## src/rtl/atom_nrnw_if.sv

```systemverilog
// Bus bundle for the atom_nrnw multiport memory leaf: read/write request ports,
// registered read returns and the status pulses.
interface atom_nrnw_if #(
  parameter int BITADDR = 3,
  parameter int BITDATA = 8,
  parameter int NUMRDPT = 2,
  parameter int NUMWRPT = 2
);
  logic                         ready;
  logic [NUMRDPT-1:0]           read;
  logic [NUMRDPT*BITADDR-1:0]   rd_adr;
  logic [NUMRDPT-1:0]           rd_vld;
  logic [NUMRDPT*BITDATA-1:0]   rd_dout;
  logic [NUMWRPT-1:0]           write;
  logic [NUMWRPT*BITADDR-1:0]   wr_adr;
  logic [NUMWRPT*BITDATA-1:0]   wr_din;
  logic                         wr_coll;
  logic                         adr_err;

  modport master (
    input  ready, rd_vld, rd_dout, wr_coll, adr_err,
    output read, rd_adr, write, wr_adr, wr_din
  );

  modport slave (
    output ready, rd_vld, rd_dout, wr_coll, adr_err,
    input  read, rd_adr, write, wr_adr, wr_din
  );
endinterface

```

## src/rtl/atom_nrnw.sv

```systemverilog
// Multiport memory atom: NUMRDPT registered read ports, NUMWRPT write ports,
// optional post-reset initialisation walk, collision and address-error pulses.
module atom_nrnw #(
  parameter int NUMADDR    = 8,
  parameter int BITADDR    = 3,
  parameter int BITDATA    = 8,
  parameter int NUMRDPT    = 2,
  parameter int NUMWRPT    = 2,
  parameter int SRAM_DELAY = 1,
  parameter int RSTINIT    = 0,
  parameter int RSTSTRT    = 0,
  parameter int RSTINCR    = 0
) (
  input logic       clk,
  input logic       rst,
  atom_nrnw_if.slave bus
);

  typedef enum logic {INIT, READY} state_t;

  localparam logic [BITADDR:0]   ADR_LIMIT = (BITADDR+1)'(NUMADDR);
  localparam logic [BITADDR-1:0] CNT_LAST  = BITADDR'(NUMADDR-1);

  state_t               state, state_nxt;
  logic [BITADDR-1:0]   cnt, cnt_nxt;
  logic [BITDATA-1:0]   init_val, init_val_nxt;
  logic                 walk_en;
  logic                 ready_r;

  logic [BITDATA-1:0]   mem [0:NUMADDR-1];

  logic [NUMRDPT-1:0]         rd_req;
  logic [NUMWRPT-1:0]         wr_req;
  logic [BITADDR-1:0]         rd_a [NUMRDPT];
  logic [BITADDR-1:0]         wr_a [NUMWRPT];
  logic [NUMRDPT*BITDATA-1:0] rd_pack;
  logic                       coll, err;

  logic [NUMRDPT-1:0]         pipe_vld [SRAM_DELAY];
  logic [NUMRDPT*BITDATA-1:0] pipe_dat [SRAM_DELAY];
  logic                       coll_r, err_r;

  function automatic logic in_range(input logic [BITADDR-1:0] a);
    return {1'b0, a} < ADR_LIMIT;
  endfunction

  always_ff @(posedge clk) begin
    if (rst) begin
      state    <= INIT;
      cnt      <= '0;
      init_val <= BITDATA'(RSTSTRT);
      ready_r  <= 1'b0;
    end else begin
      state    <= state_nxt;
      cnt      <= cnt_nxt;
      init_val <= init_val_nxt;
      ready_r  <= (state_nxt == READY);
    end
  end

  // The walk keeps a running value instead of multiplying cnt*RSTINCR.
  always_comb begin
    state_nxt    = state;
    cnt_nxt      = cnt;
    init_val_nxt = init_val;
    walk_en      = 1'b0;
    if (state == INIT) begin
      if (RSTINIT == 0) begin
        state_nxt = READY;
      end else begin
        walk_en      = 1'b1;
        cnt_nxt      = cnt + 1'b1;
        init_val_nxt = init_val + BITDATA'(RSTINCR);
        if (cnt == CNT_LAST) state_nxt = READY;
      end
    end
  end

  always_comb begin
    rd_req  = bus.read & {NUMRDPT{ready_r}};
    wr_req  = bus.write & {NUMWRPT{ready_r}};
    rd_pack = '0;
    coll    = 1'b0;
    err     = 1'b0;
    for (int i = 0; i < NUMRDPT; i++) begin
      rd_a[i] = bus.rd_adr[i*BITADDR +: BITADDR];
      if (rd_req[i]) begin
        if (in_range(rd_a[i])) rd_pack[i*BITDATA +: BITDATA] = mem[rd_a[i]];
        else                   err = 1'b1;
      end
    end
    for (int j = 0; j < NUMWRPT; j++) begin
      wr_a[j] = bus.wr_adr[j*BITADDR +: BITADDR];
      if (wr_req[j] && !in_range(wr_a[j])) err = 1'b1;
    end
    for (int j = 0; j < NUMWRPT; j++) begin
      for (int k = j + 1; k < NUMWRPT; k++) begin
        if (wr_req[j] && wr_req[k] && (wr_a[j] == wr_a[k])) coll = 1'b1;
      end
    end
  end

  // Ascending port order makes the highest-indexed writer win a conflict.
  always_ff @(posedge clk) begin
    if (!rst) begin
      if (walk_en) mem[cnt] <= init_val;
      for (int j = 0; j < NUMWRPT; j++) begin
        if (wr_req[j] && in_range(wr_a[j]))
          mem[wr_a[j]] <= bus.wr_din[j*BITDATA +: BITDATA];
      end
    end
  end

  always_ff @(posedge clk) begin
    if (rst) begin
      for (int k = 0; k < SRAM_DELAY; k++) begin
        pipe_vld[k] <= '0;
        pipe_dat[k] <= '0;
      end
      coll_r <= 1'b0;
      err_r  <= 1'b0;
    end else begin
      pipe_vld[0] <= rd_req;
      pipe_dat[0] <= rd_pack;
      for (int k = 1; k < SRAM_DELAY; k++) begin
        pipe_vld[k] <= pipe_vld[k-1];
        pipe_dat[k] <= pipe_dat[k-1];
      end
      coll_r <= coll;
      err_r  <= err;
    end
  end

  assign bus.ready   = ready_r;
  assign bus.rd_vld  = pipe_vld[SRAM_DELAY-1];
  assign bus.rd_dout = pipe_dat[SRAM_DELAY-1];
  assign bus.wr_coll = coll_r;
  assign bus.adr_err = err_r;

endmodule

```

## src/flat_wrapper.sv

```systemverilog
// flat-port wrapper written by rule: the top's interface ports become plain ports
module atom_nrnw_flat 
#(
  parameter int NUMADDR    = 8,
  parameter int BITADDR    = 3,
  parameter int BITDATA    = 8,
  parameter int NUMRDPT    = 2,
  parameter int NUMWRPT    = 2,
  parameter int SRAM_DELAY = 1,
  parameter int RSTINIT    = 0,
  parameter int RSTSTRT    = 0,
  parameter int RSTINCR    = 0
)
  (clk, rst, bus_ready, bus_rd_vld, bus_rd_dout, bus_wr_coll, bus_adr_err, bus_read, bus_rd_adr, bus_write, bus_wr_adr, bus_wr_din);
  atom_nrnw_if #(.BITADDR(BITADDR), .BITDATA(BITDATA), .NUMRDPT(NUMRDPT), .NUMWRPT(NUMWRPT)) bus_i ();
  input logic clk;
  input logic rst;
  output wire logic [$bits(bus_i.ready)-1:0] bus_ready;
  output wire logic [$bits(bus_i.rd_vld)-1:0] bus_rd_vld;
  output wire logic [$bits(bus_i.rd_dout)-1:0] bus_rd_dout;
  output wire logic [$bits(bus_i.wr_coll)-1:0] bus_wr_coll;
  output wire logic [$bits(bus_i.adr_err)-1:0] bus_adr_err;
  input wire logic [$bits(bus_i.read)-1:0] bus_read;
  input wire logic [$bits(bus_i.rd_adr)-1:0] bus_rd_adr;
  input wire logic [$bits(bus_i.write)-1:0] bus_write;
  input wire logic [$bits(bus_i.wr_adr)-1:0] bus_wr_adr;
  input wire logic [$bits(bus_i.wr_din)-1:0] bus_wr_din;
  assign bus_ready = bus_i.ready;
  assign bus_rd_vld = bus_i.rd_vld;
  assign bus_rd_dout = bus_i.rd_dout;
  assign bus_wr_coll = bus_i.wr_coll;
  assign bus_adr_err = bus_i.adr_err;
  assign bus_i.read = bus_read;
  assign bus_i.rd_adr = bus_rd_adr;
  assign bus_i.write = bus_write;
  assign bus_i.wr_adr = bus_wr_adr;
  assign bus_i.wr_din = bus_wr_din;
  atom_nrnw #(.NUMADDR(NUMADDR), .BITADDR(BITADDR), .BITDATA(BITDATA), .NUMRDPT(NUMRDPT), .NUMWRPT(NUMWRPT), .SRAM_DELAY(SRAM_DELAY), .RSTINIT(RSTINIT), .RSTSTRT(RSTSTRT), .RSTINCR(RSTINCR)) u_core (.clk(clk), .rst(rst), .bus(bus_i));
endmodule
```

## config.mk

```make
export PLATFORM = sky130hd
export DESIGN_NAME = atom_nrnw_flat
export DESIGN_NICKNAME = d
export VERILOG_FILES = /design/src/rtl/atom_nrnw_if.sv /design/src/rtl/atom_nrnw.sv /design/src/flat_wrapper.sv
export SDC_FILE = /design/constraint.sdc
export NUM_CORES = 1
export LEC_CHECK = 0
export BUFFER_PORTS_ARGS = -buffer_cell sky130_fd_sc_hd__buf_2
export CORE_AREA = 2 2 109 111
export DETAILED_ROUTE_END_ITERATION = 12
export DIE_AREA = 0 0 111 113
export GPL_ROUTABILITY_DRIVEN = 0
export PLACE_DENSITY_LB_ADDON = 0.1
export SLEW_MARGIN = 20
export SYNTH_ARGS = -nofsm -noshare
export SYNTH_HDL_FRONTEND = slang
export SYNTH_SLANG_ARGS = --single-unit
```

## constraint.sdc

```tcl
create_clock -name clk -period 1.9 [get_ports clk]
set_clock_uncertainty 0.05 [all_clocks]
set_input_delay 0.57 -clock clk [delete_from_list [all_inputs] [get_ports clk]]
set_output_delay 0.57 -clock clk [all_outputs]
set_load 0.02 [all_outputs]
```

After elaboration in Yosys (flattened, before gate mapping) --
Memory sizes are Yosys's and may differ from the RTL's. Index checks and enable logic that the tools add are counted.
Word-level totals: flip-flop bits (word level) 2, RAM bits 82, input port bits 34, output and inout port bits 21, word-level logic and storage cells 28, memories 3
Memories:
- u_core.mem | words 8, width 8, rd ports 2, clocked after Yosys merged registers in 0, wr ports 2, RTL line atom_nrnw.sv:30 | logic [BITDATA-1:0] mem [0:NUMADDR-1];
- u_core.pipe_dat | words 1, width 16, rd ports 1, clocked after Yosys merged registers in 0, wr ports 1, RTL line atom_nrnw.sv:40 | logic [NUMRDPT*BITDATA-1:0] pipe_dat [SRAM_DELAY];
- u_core.pipe_vld | words 1, width 2, rd ports 1, clocked after Yosys merged registers in 0, wr ports 1, RTL line atom_nrnw.sv:39 | logic [NUMRDPT-1:0] pipe_vld [SRAM_DELAY];
Operators by class: eq/ne operators 1, muxes and demuxes 16, bitwise operators 2, reduce and logical (&&, ||, !) cells 4
Operator list (count):
- 16-bit 2-to-1 mux | 1
- 8-bit 2-to-1 mux | 2
- 16-bit OR reduction | 1
- 1-bit 2-to-1 mux | 12
- 2-bit AND | 2
- 3-bit equality test | 1
- 1-bit logical AND | 2
- 2-bit 2-to-1 mux | 1
- 2-bit OR reduction | 1

Depth between registers and ports, before layout --
Gate-level depths: netlist of the first run.
depth in word-level cells 4, depth in mapped cells 5

Worst setup path after synthesis of the first run --
No wires, ideal clock.
path type register to register, start point register, netlist name u_core.state, end point memory u_core.mem[1][0], enable pin, arrival time 1.647 ns, data required time 1.463 ns, slack -0.184 ns, stages on the path, launching flop included 5, buffers on the path 1, clock period less this slack 2.084 ns, path through dfxtp_1 > buf_2 > and3b_1 > nand2_1 > o31ai_1
RTL lines (RTL line):
- to (decl) | atom_nrnw.sv:30

==> metrics.yaml, run 1 <==
cts:
  numCtsBuffers: 9
  cts_tree: "done"
  cts_buffer_depth: 2
  htreeDepth: 3
  clk_latency_ns: 0.35
  cts_resized: 0
  clkSinkCount: 84
  cts_root_buffer: "clkbuf_16"
  clk_pin_slew_ns: 0.07
  cts_hold_buf: 0
  postCtsSetupBuffers: 0
synth:
  synth_area_leaders: "edfxtp_1, mux2_2, mux2i_1"
  synthesis.nets: 358
  yosysWarningCount: 0
  synth_enable_flop_cells: 64
  synth_area_per_cell_um2: 13.7
  yosysSeqAreaShare: 0.522
  ys.flop_type: "edfxtp_1"
  netlist_instances: 324
  yosysUniqueCellTypes: 31
  synth_top_area_frac: 0.432
  async_flop_share: 0
  synth_area_um2: 4450
  synth_top_area_cell: "edfxtp_1"
  synth_seq_cells: 84
timing:
  worst_hold_slack_ns: 0.464
  worst_pin_slew_ns: 0.775
  min_period_ns: 1.80
  fmax_ghz: 0.556
  drv_slew: 0
  rsz0062_at_grt: "false"
  min_period_over_period: 0.947
  slew_headroom: 0.480
  fin_ws_ns: 0.100
  setup_violations: 0
  hold_viol_final: 0
final_layout:
  final_nets: 447
  n_antenna_cell: 0
  multi_input_area_um2: 2040
  fin_area_um2: 5570
  seqCellArea_um2: 2320
  fill_cells: 987
  drive_above_1_share: 0.450
  final_cell_mix: "mux2_2, mux2i_1, edfxtp_1, buf_2, buf_4"
  stdcell_count: 561
  area_growth_pct: 25.2
power:
  seqPwrFrac: 0.458
  clockPowerShare: 0.430
  internal_power_uw: 3420
  vdd_ir_drop_max_v: 0.000593
  swShare: 0.225
  power_density_nw_per_um2: 794
  p_leak_uw: 0.00231
  combPwrFrac: 0.112
  p_switching_uw: 992
critical_path:
  endpoint_kind: "register"
  critPathMaxFanout: 9
  reg2reg_from: "u_core.state$_DFF_P_"
  crit_chain: "buf_12, nor2b_1, nand2_2, o21ai_0, buf_4"
  cp.arrival_ns: 1.79
  r2r_cells: 5
  start_kind: "register"
  r2r_slack_ns: 0.10
  rr_endpoint: "u_core.mem[2][3]$_DFFE_PP_"
  crit_required_ns: 1.90
  max_stage_delay_ns: 0.37
  critPathSlowestCell: "dfxtp_1"
  crit_type: "register to register"
place:
  dp_hpwl_mm: 8.62
  io_buffers: 53
  placed_cell_area_um2: 5250
  dp_slack_ns: -0.194
  dp.cells: 545
floorplan:
  ios: 55
  die-area_um2: 12500
  dieHeight_um: 113
  core_um2: 11300
  initial_core_util: 0.394
  die_w_um: 111
  num_rows: 39
routing:
  drt-wirelength-per-cell_um: 21.7
  drc_errors: 0
  drt-vias-per-instance: 5.47
  num_vias: 3068
  first_pass_iters: 4
  first_iter_violations: 163
  ant_nets: 0
  wirelength_mm: 12.2
global_route:
  antenna_found_initial: 0
  first_global_vias: 3252
  track_usage: 0.204
  grt_pass1_wl_mm: 19.0
  grt_overflow: 0
  grt_start_max_net_pins: 33
status:
  outcome: "completed"
min_path:
  hold_path.class: "input port to register"
  hold_start: "rst"
  whs_path_depth: 3
  whs_endpoint: "u_core.state$_DFF_P_"
run:
  drv_cap: 0
[cell usage after synthesis, types with 4 or more instances]
library cell	number
o21ai_0	4
dfxtp_1	20
nand2_1	4
a22oi_1	32
buf_2	10
buf_1	6
nor2b_1	5
mux2_2	64
mux2i_1	64
and3_1	16
edfxtp_1	64
[logic make-up after synthesis]
kind of cell | count (synthesis) | share of synthesized area
other | 1 | 0.000843
xor gates and xnor gates | 3 | 0.00591
muxes | 128 | 0.306
DFF | 84 | 0.522
AOI/OAI and AO/OA | 40 | 0.0650
buffers and inverters | 20 | 0.0205
and+or+nand+nor | 48 | 0.0793
[final cells by class]
class                   instances  share of cell area
clock inverters                 5              0.0135
clock buffers                  11              0.0436
well taps                     143              0.0321
repair buffers                 95               0.125
multi-input cells             220               0.367
inverters                       3             0.00202
flip-flops and latches         84               0.417
[worst max-delay path by stage]
stage / from / slack, ns / to
finish: u_core.state$_DFF_P_ / 0.10 / u_core.mem[2][3]$_DFFE_PP_
detailed placement: rst / -0.19 / u_core.mem[0][0]$_DFFE_PP_
CTS: u_core.state$_DFF_P_ / 0.12 / u_core.mem[2][3]$_DFFE_PP_
global placement: rst / -0.17 / u_core.mem[0][3]$_DFFE_PP_
global route: u_core.state$_DFF_P_ / 0.005 / u_core.mem[2][4]$_DFFE_PP_
floorplan: u_core.state$_DFF_P_ / -0.14 / u_core.mem[2][0]$_DFFE_PP_
[sequential cells by signal, indices dropped and copies added, names as in the netlist]
| signal | flops |
|---|---|
| u_core.pipe_dat | 16 |
| u_core.mem | 64 |
| u_core.bus.wr_coll | 1 |
| u_core.state | 1 |
| u_core.pipe_vld | 2 |
[stage by stage]
| step | total power, uW | TNS, ns | utilization |
|---|---|---|---|
| CTS | 4430 | 0 | 0.494 |
| floorplan | 2330 | -3.25 | - |
| finish | 4420 | 0 | 0.494 |
| global route | 4550 | 0 | 0.494 |
| global placement | 2550 | -13.06 | 0.466 |
| detailed placement | 2560 | -14.02 | 0.466 |
[per-layer routing]
layer	GRT usage	vias to the layer above	part of all wire
met4	0.0892	0	0.028
met2	0.324	102	0.45
met3	0.0380	21	0.062
met5	0	-	0
li1	-	1450	-
met1	0.274	1495	0.46
[power groups by stage]
stage / logic [uW] / clock network (uW) / registers (uW)
6_report: 493 / 1900 / 2020
3_5_place_dp: 491 / 0 / 2060
2_1_floorplan: 252 / 0 / 2080
3_3_place_gp: 490 / 0 / 2060
4_1_cts: 494 / 1910 / 2020
5_1_grt: 534 / 1990 / 2030
[worst max-delay path, delay by kind of cell, from the launching register on]
family / cells / cell delay [ns]
AO/OA/AOI/OAI: 1 / 0.14
AND/OR/NAND/NOR: 2 / 0.58
flip-flops: 1 / 0.37
buffers and inverters: 2 / 0.35
Note: power is estimated with default switching activity, not from simulation.
==> inputs of run 2 (changes only) <==
--- a/config.mk
+++ b/config.mk
@@ -6,9 +6,9 @@
 export NUM_CORES = 1
 export LEC_CHECK = 0
 export BUFFER_PORTS_ARGS = -buffer_cell sky130_fd_sc_hd__buf_2
-export CORE_AREA = 2 2 109 111
+export CORE_AREA = 8 8 131 103
 export DETAILED_ROUTE_END_ITERATION = 12
-export DIE_AREA = 0 0 111 113
+export DIE_AREA = 0 0 139 111
 export GPL_ROUTABILITY_DRIVEN = 0
 export PLACE_DENSITY_LB_ADDON = 0.1
 export SLEW_MARGIN = 20
==> run 2 against run 1 <==
Setup slack better by 0.049 ns. Sequential share of layout area is 0.44 points higher. First-iteration DRC count is 88% higher. Sequential power hardly changed. Power is 4.8% lower. Largest cell class unchanged. Combinational power is 2% lower. Via count is 2.4% higher. Critical endpoint is now u_core.mem[0][0]$_DFFE_PP_. Worst hold slack worse by 0.066 ns. Cell area is 1.0% lower. Largest power group unchanged. Routed wire length is 1.2% higher.
==> metrics.yaml, run 2 (same netlist as run 1, synthesis figures left out) <==
floorplan:
  ios: 55  # unchanged
  dieHeight_um: 111  # was 113 um
  core_um2: 11300  # about the same
  num_rows: 34  # was 39
  die-area_um2: 15400  # was 12500 um^2
  die_w_um: 139  # was 111 um
  initial_core_util: 0.393  # was 0.394
timing:
  min_period_over_period: 0.922  # was 0.947
  rsz0062_at_grt: "false"  # unchanged
  fin_ws_ns: 0.149  # was 0.100 ns
  min_period_ns: 1.75  # was 1.80 ns
  drv_slew: 0  # unchanged
  worst_pin_slew_ns: 0.735  # was 0.775 ns
  setup_violations: 0  # unchanged
  fmax_ghz: 0.571  # was 0.556 GHz
  hold_viol_final: 0  # unchanged
  slew_headroom: 0.507  # was 0.480
power:
  combPwrFrac: 0.114  # was 0.112
  power_density_nw_per_um2: 763  # was 794 nW/um^2
  p_leak_uw: 0.00228  # was 0.00231 uW
  internal_power_uw: 3240  # was 3420 uW
  swShare: 0.230  # was 0.225
  p_switching_uw: 967  # was 992 uW
  clockPowerShare: 0.405  # was 0.430
  seqPwrFrac: 0.481  # was 0.458
  vdd_ir_drop_max_v: 0.000449  # was 0.000593 V
routing:
  ant_nets: 0  # unchanged
  drc_errors: 0  # unchanged
  drt-vias-per-instance: 5.59  # was 5.47
  wirelength_mm: 12.3  # was 12.2 mm
  num_vias: 3143  # was 3068
  first_iter_violations: 306  # was 163
  drt-wirelength-per-cell_um: 21.9  # was 21.7 um
  first_pass_iters: 4  # unchanged
place:
  io_buffers: 53  # unchanged
  dp_slack_ns: -0.250  # was -0.194 ns
  dp_hpwl_mm: 8.90  # was 8.62 mm
  placed_cell_area_um2: 5230  # was 5250 um^2
cts:
  htreeDepth: 3  # unchanged
  cts_resized: 0  # unchanged
  numCtsBuffers: 9  # unchanged
  clk_pin_slew_ns: 0.06  # was 0.07 ns
  postCtsSetupBuffers: 0  # unchanged
  cts_tree: "done"  # unchanged
  cts_hold_buf: 0  # unchanged
  cts_root_buffer: "clkbuf_16"  # unchanged
  clkSinkCount: 84  # unchanged
  clk_latency_ns: 0.34  # was 0.35 ns
  cts_buffer_depth: 2  # unchanged
global_route:
  antenna_found_initial: 0  # unchanged
  grt_start_max_net_pins: 33  # unchanged
  track_usage: 0.163  # was 0.204
  first_global_vias: 3302  # was 3252
  grt_overflow: 0  # unchanged
  grt_pass1_wl_mm: 19.1  # was 19.0 mm
critical_path:
  endpoint_kind: "register"  # unchanged
  path_depth: 4  # was 5
  crit_chain: "buf_4, nor2b_1, nand2_2, o31ai_2"  # was buf_12, nor2b_1, nand2_2, o21ai_0, buf_4
  cp.arrival_ns: 1.67  # was 1.79 ns
  reg2reg_from: "u_core.state$_DFF_P_"  # unchanged
  crit_type: "register to register"  # unchanged
  start_kind: "register"  # unchanged
  crit_family: "simple AND/OR/NAND/NOR gates"  # unchanged
  critPathSlowestCell: "dfxtp_1"  # unchanged
  critPathBufInv: 1  # was 2
  max_stage_delay_ns: 0.33  # was 0.37 ns
  critPathMaxFanout: 9  # unchanged
  crit_start: "u_core.state$_DFF_P_"  # unchanged
  crit_required_ns: 1.82  # was 1.90 ns
  r2r_cells: 4  # was 5
min_path:
  hold_start: "rst"  # unchanged
  hold_path.class: "input port to register"  # unchanged
  whs_path_depth: 2  # was 3
final_layout:
  drive_above_1_share: 0.445  # was 0.450
  fill_cells: 1050  # was 987
  area_growth_pct: 23.9  # was 25.2%
  largest_register_ffs: 64  # unchanged
  top_register: "u_core.mem"  # unchanged
  top_regs: "u_core.mem: 64 flops, u_core.pipe_dat: 16 flops, u_core.pipe_vld: 2 flops"  # unchanged
  n_antenna_cell: 0  # unchanged
  fin_area_um2: 5510  # was 5570 um^2
  final_nets: 447  # unchanged
  final_cell_mix: "mux2_2, mux2i_1, edfxtp_1, buf_2, buf_4"  # unchanged
status:
  outcome: "completed"  # unchanged
run:
  drv_cap: 0  # unchanged
## run 2: changes by cell type in the layout (fill, tap and decap cells not counted), sizes merged
cell / previous run / this run
bufinv: 2 / 1
clkbuf: 11 / 10
clkinv: 3 / 4
clkinvlp: 0 / 1
## run 2: final cells by class
class                      instances  area (um^2)  area share
tap                              144          180      0.0327
clock buffer                      10          229      0.0416
sequential                        84         2320       0.422
clock inverter                     6         55.1     0.00999
multi-input combinational        220         2040       0.371
timing repair buffer              95          668       0.121
inverter                           3         11.3     0.00204
## run 2: worst register-to-register path, stage by stage (launching register included)
cell and delay, ns:
dfxtp_1 0.33, buf_4 0.17, nor2b_1 0.32, nand2_2 0.26, o31ai_2 0.27
## run 2: power by group through the flow
stage                     Combinational (uW)  Sequential (uW)  Clock (uW)
after global routing                     517             2030        1810
final                                    481             2020        1700
after CTS                                482             2020        1750
after detailed placement                 479             2060           0
after global placement                   476             2060           0
after floorplan                          252             2080           0
## run 2: final timing paths
check / slack [ns] / endpoint
worst min-delay path: 0.40 / u_core.state$_DFF_P_
worst max-delay path: 0.15 / u_core.mem[0][0]$_DFFE_PP_
worst max register to register: 0.15 / u_core.mem[0][0]$_DFFE_PP_
worst min register to register: 0.68 / u_core.pipe_dat[0][4]$_SDFF_PP0_
## run 2: through the flow
stage	setup TNS (ns)	power, uW	hold WS, ns	util	cells
after floorplan	-3.25	2330	0.577	-	324
after global placement	-9.29	2540	0.667	0.462	546
after global routing	0	4350	0.393	0.487	562
after CTS	0	4250	0.385	0.487	562
final	0	4210	0.398	0.487	562
after detailed placement	-10.13	2540	0.671	0.462	546
## run 2: routing by layer
layer	routed length [um]	GRT usage	share of wire
met5	0	0	0
met4	243	0.0613	0.020
met2	5390	0.246	0.44
met3	949	0.0473	0.077
met1	5740	0.217	0.47
==> inputs of run 3 (changes only) <==
--- a/config.mk
+++ b/config.mk
@@ -5,11 +5,13 @@
 export SDC_FILE = /design/constraint.sdc
 export NUM_CORES = 1
 export LEC_CHECK = 0
+export ABC_AREA = 1
 export BUFFER_PORTS_ARGS = -buffer_cell sky130_fd_sc_hd__buf_2
-export CORE_AREA = 8 8 131 103
+export CORE_AREA = 8 8 140 109
 export DETAILED_ROUTE_END_ITERATION = 12
-export DIE_AREA = 0 0 139 111
+export DIE_AREA = 0 0 148 117
 export GPL_ROUTABILITY_DRIVEN = 0
+export HOLD_SLACK_MARGIN = 0.12
 export PLACE_DENSITY_LB_ADDON = 0.1
 export SLEW_MARGIN = 20
 export SYNTH_ARGS = -nofsm -noshare
==> run 3 against run 2 <==
Synthesized cell count is 98% higher. Register-to-register slack gained 0.14 ns. Setup slack improved by 0.14 ns. Sequential share of layout area shrank 3.7 points. Die area grew 12%. Via count up 43%. Fmax rose by 8.8%. Combinational power rose by 25%. Flip-flop and latch count did not move. Non-clock buffer count fell by 8. Routed wire length rose by 25%. Power up 6.0%. Critical endpoint is now u_core.mem[7][7]$_DFFE_PP_.
==> metrics.yaml, run 3 <==
status:
  outcome: "completed"  # unchanged
cts:
  cts_buffer_depth: 2  # unchanged
  numCtsBuffers: 9  # unchanged
  clk_pin_slew_ns: 0.06  # about the same
  clk_latency_ns: 0.34  # about the same
  cts_resized: 0  # unchanged
  cts_root_buffer: "clkbuf_16"  # unchanged
  htreeDepth: 3  # unchanged
  clkSinkCount: 84  # unchanged
  cts_hold_buf: 0  # unchanged
  cts_tree: "done"  # unchanged
  postCtsSetupBuffers: 0  # unchanged
power:
  internal_power_uw: 3360  # was 3240 uW
  p_switching_uw: 1100  # was 967 uW
  combPwrFrac: 0.134  # was 0.114
  swShare: 0.246  # was 0.230
  p_leak_uw: 0.00288  # was 0.00228 uW
  clockPowerShare: 0.411  # was 0.405
  power_uw: 4460  # was 4210 uW
  power_density_nw_per_um2: 739  # was 763 nW/um^2
  seqPwrFrac: 0.454  # was 0.481
  vdd_ir_drop_max_v: 0.000427  # was 0.000449 V
global_route:
  grt_use_met2: 0.258  # was 0.246
  grt_pass1_wl_mm: 24.3  # was 19.1 mm
  grt_busiest_layer: "met1"  # was met2
  first_global_vias: 4332  # was 3302
  grt_use_met3: 0.0384  # was 0.0473
  grt_overflow: 0  # unchanged
  grt_util_met1: 0.272  # was 0.217
  grt_start_max_net_pins: 33  # unchanged
  track_usage: 0.185  # was 0.163
  antenna_found_initial: 0  # unchanged
synth:
  synth_area_um2: 5100  # was 4450 um^2
  yosysWarningCount: 0  # unchanged
  synth_top_area_frac: 0.377  # was 0.432
  synthesis.nets: 677  # was 358
  synth_area_per_cell_um2: 7.93  # was 13.7 um^2
  synth_common_cells: "nand2_1, nand3_1, inv_1"  # was edfxtp_1, mux2_2, mux2i_1
  synth_enable_flop_cells: 64  # unchanged
  async_flop_share: 0  # unchanged
  synth_area_leaders: "edfxtp_1, nand2_1, nand3_1"  # was edfxtp_1, mux2_2, mux2i_1
  synth_seq_cells: 84  # unchanged
  yosysUniqueCellTypes: 24  # was 31
  ys.flop_type: "edfxtp_1"  # unchanged
  yosysSeqAreaShare: 0.456  # was 0.522
  synth_top_area_cell: "edfxtp_1"  # unchanged
  netlist_instances: 643  # was 324
  synth_most_common_cell: "nand2_1"
critical_path:
  cp.arrival_ns: 1.64  # was 1.67 ns
  start_kind: "register"  # unchanged
  crit_required_ns: 1.93  # was 1.82 ns
  endpoint_kind: "register"  # unchanged
  crit_type: "register to register"  # unchanged
  critPathMaxFanout: 16  # was 9
final_layout:
  seqCellArea_um2: 2320  # unchanged
  final_cell_mix: "nand2_1, nand3_1, inv_1, edfxtp_1, o21ai_2"  # was mux2_2, mux2i_1, edfxtp_1, buf_2, buf_4
  fin_area_um2: 6040  # was 5510 um^2
  area_growth_pct: 18.4  # was 23.9%
  final_nets: 734  # was 447
  stdcell_count: 880  # was 562
  drive_above_1_share: 0.252  # was 0.445
  n_antenna_cell: 0  # unchanged
  fin_util: 0.456  # was 0.487
  top_regs: "u_core.mem: 64 flops, u_core.pipe_dat: 16 flops, u_core.pipe_vld: 2 flops"  # unchanged
  top_register: "u_core.mem"  # unchanged
  multi_input_area_um2: 2220  # was 2040 um^2
  fill_cells: 1319  # was 1050
  largest_register_ffs: 64  # unchanged
  final_common_cell: "nand2_1"
floorplan:
  die-area_um2: 17300  # was 15400 um^2
  num_rows: 37  # was 34
  ios: 55  # unchanged
  die_w_um: 148  # was 139 um
  core_um2: 13200  # was 11300 um^2
  initial_core_util: 0.385  # was 0.393
  dieHeight_um: 117  # was 111 um
timing:
  drv_slew: 0  # unchanged
  worst_pin_slew_ns: 0.544  # was 0.735 ns
  min_period_ns: 1.61  # was 1.75 ns
  hold_viol_final: 0  # unchanged
  fmax_ghz: 0.621  # was 0.571 GHz
  rsz0062_at_grt: "false"  # unchanged
  fin_tns_setup_ns: 0  # unchanged
  setup_violations: 0  # unchanged
  slew_headroom: 0.637  # was 0.507
  min_period_over_period: 0.847  # was 0.922
routing:
  num_vias: 4500  # was 3143
  wirelength_mm: 15.4  # was 12.3 mm
  drt-vias-per-instance: 5.11  # was 5.59
  ant_nets: 0  # unchanged
  drc_errors: 0  # unchanged
  drt-wirelength-per-cell_um: 17.5  # was 21.9 um
  first_pass_iters: 7  # was 4
  first_iter_violations: 562  # was 306
min_path:
  hold_path.class: "input port to register"  # unchanged
run:
  drv_cap: 0  # unchanged
place:
  dp.cells: 864  # was 546
  dp_hpwl_mm: 11.3  # was 8.90 mm
  placed_cell_area_um2: 5730  # was 5230 um^2
  io_buffers: 53  # unchanged
## run 3: layout make-up
class / count / share of cell area
clock buffers: 12 / 0.0392
clock inverters: 4 / 0.0122
inverters: 83 / 0.0528
multi-input cells: 435 / 0.368
flip-flops and latches: 84 / 0.385
well taps: 175 / 0.0363
repair buffers: 87 / 0.107
## run 3: metrics by stage
step / hold WS (ns) / setup WS (ns)
after floorplan: 0.576 / 0.106
after global placement: 0.619 / 0.0578
after detailed placement: 0.632 / 0.0239
after CTS: 0.412 / 0.296
after global routing: 0.416 / 0.192
final: 0.417 / 0.290
## run 3: routing by layer
layer,up-vias,wire length (um)
li1,2186,-
met1,2070,7590
met2,217,6090
met3,27,1380
met4,0,376
met5,-,0
## run 3: power by group through the flow
stage,clock [uW],combinational [uW],sequential [uW]
floorplan,0,365,2080
global placement,0,590,2060
detailed placement,0,597,2060
CTS,1870,599,2030
global route,1940,662,2030
finish,1830,599,2030
## run 3: logic make-up after synthesis
kind of cell    Yosys count  share of synthesized area
compound gates           74                      0.109
other cells               1                   0.000736
buf+inv                 124                      0.113
flops                    84                      0.456
xor+xnor                  1                    0.00172
simple gates            359                      0.320
## run 3: path summary, 6_finish.rpt
kind	depth (start not counted)	from	slack (ns)	end
setup / recovery	6	u_core.state$_DFF_P_	0.29	u_core.mem[7][7]$_DFFE_PP_
hold / removal	2	rst	0.42	u_core.state$_DFF_P_
setup reg to reg	6	u_core.state$_DFF_P_	0.29	u_core.mem[7][7]$_DFFE_PP_
hold reg to reg	3	u_core.state$_DFF_P_	0.65	u_core.pipe_vld[0][0]$_SDFF_PP0_
## run 3: worst max-delay path, stage by stage (launching register included)
cell	delay (ns)
dfxtp_1	0.40
nand2_2	0.11
nor2_8	0.26
nand4_4	0.14
buf_4	0.22
nand2_1	0.08
o21ai_1	0.08
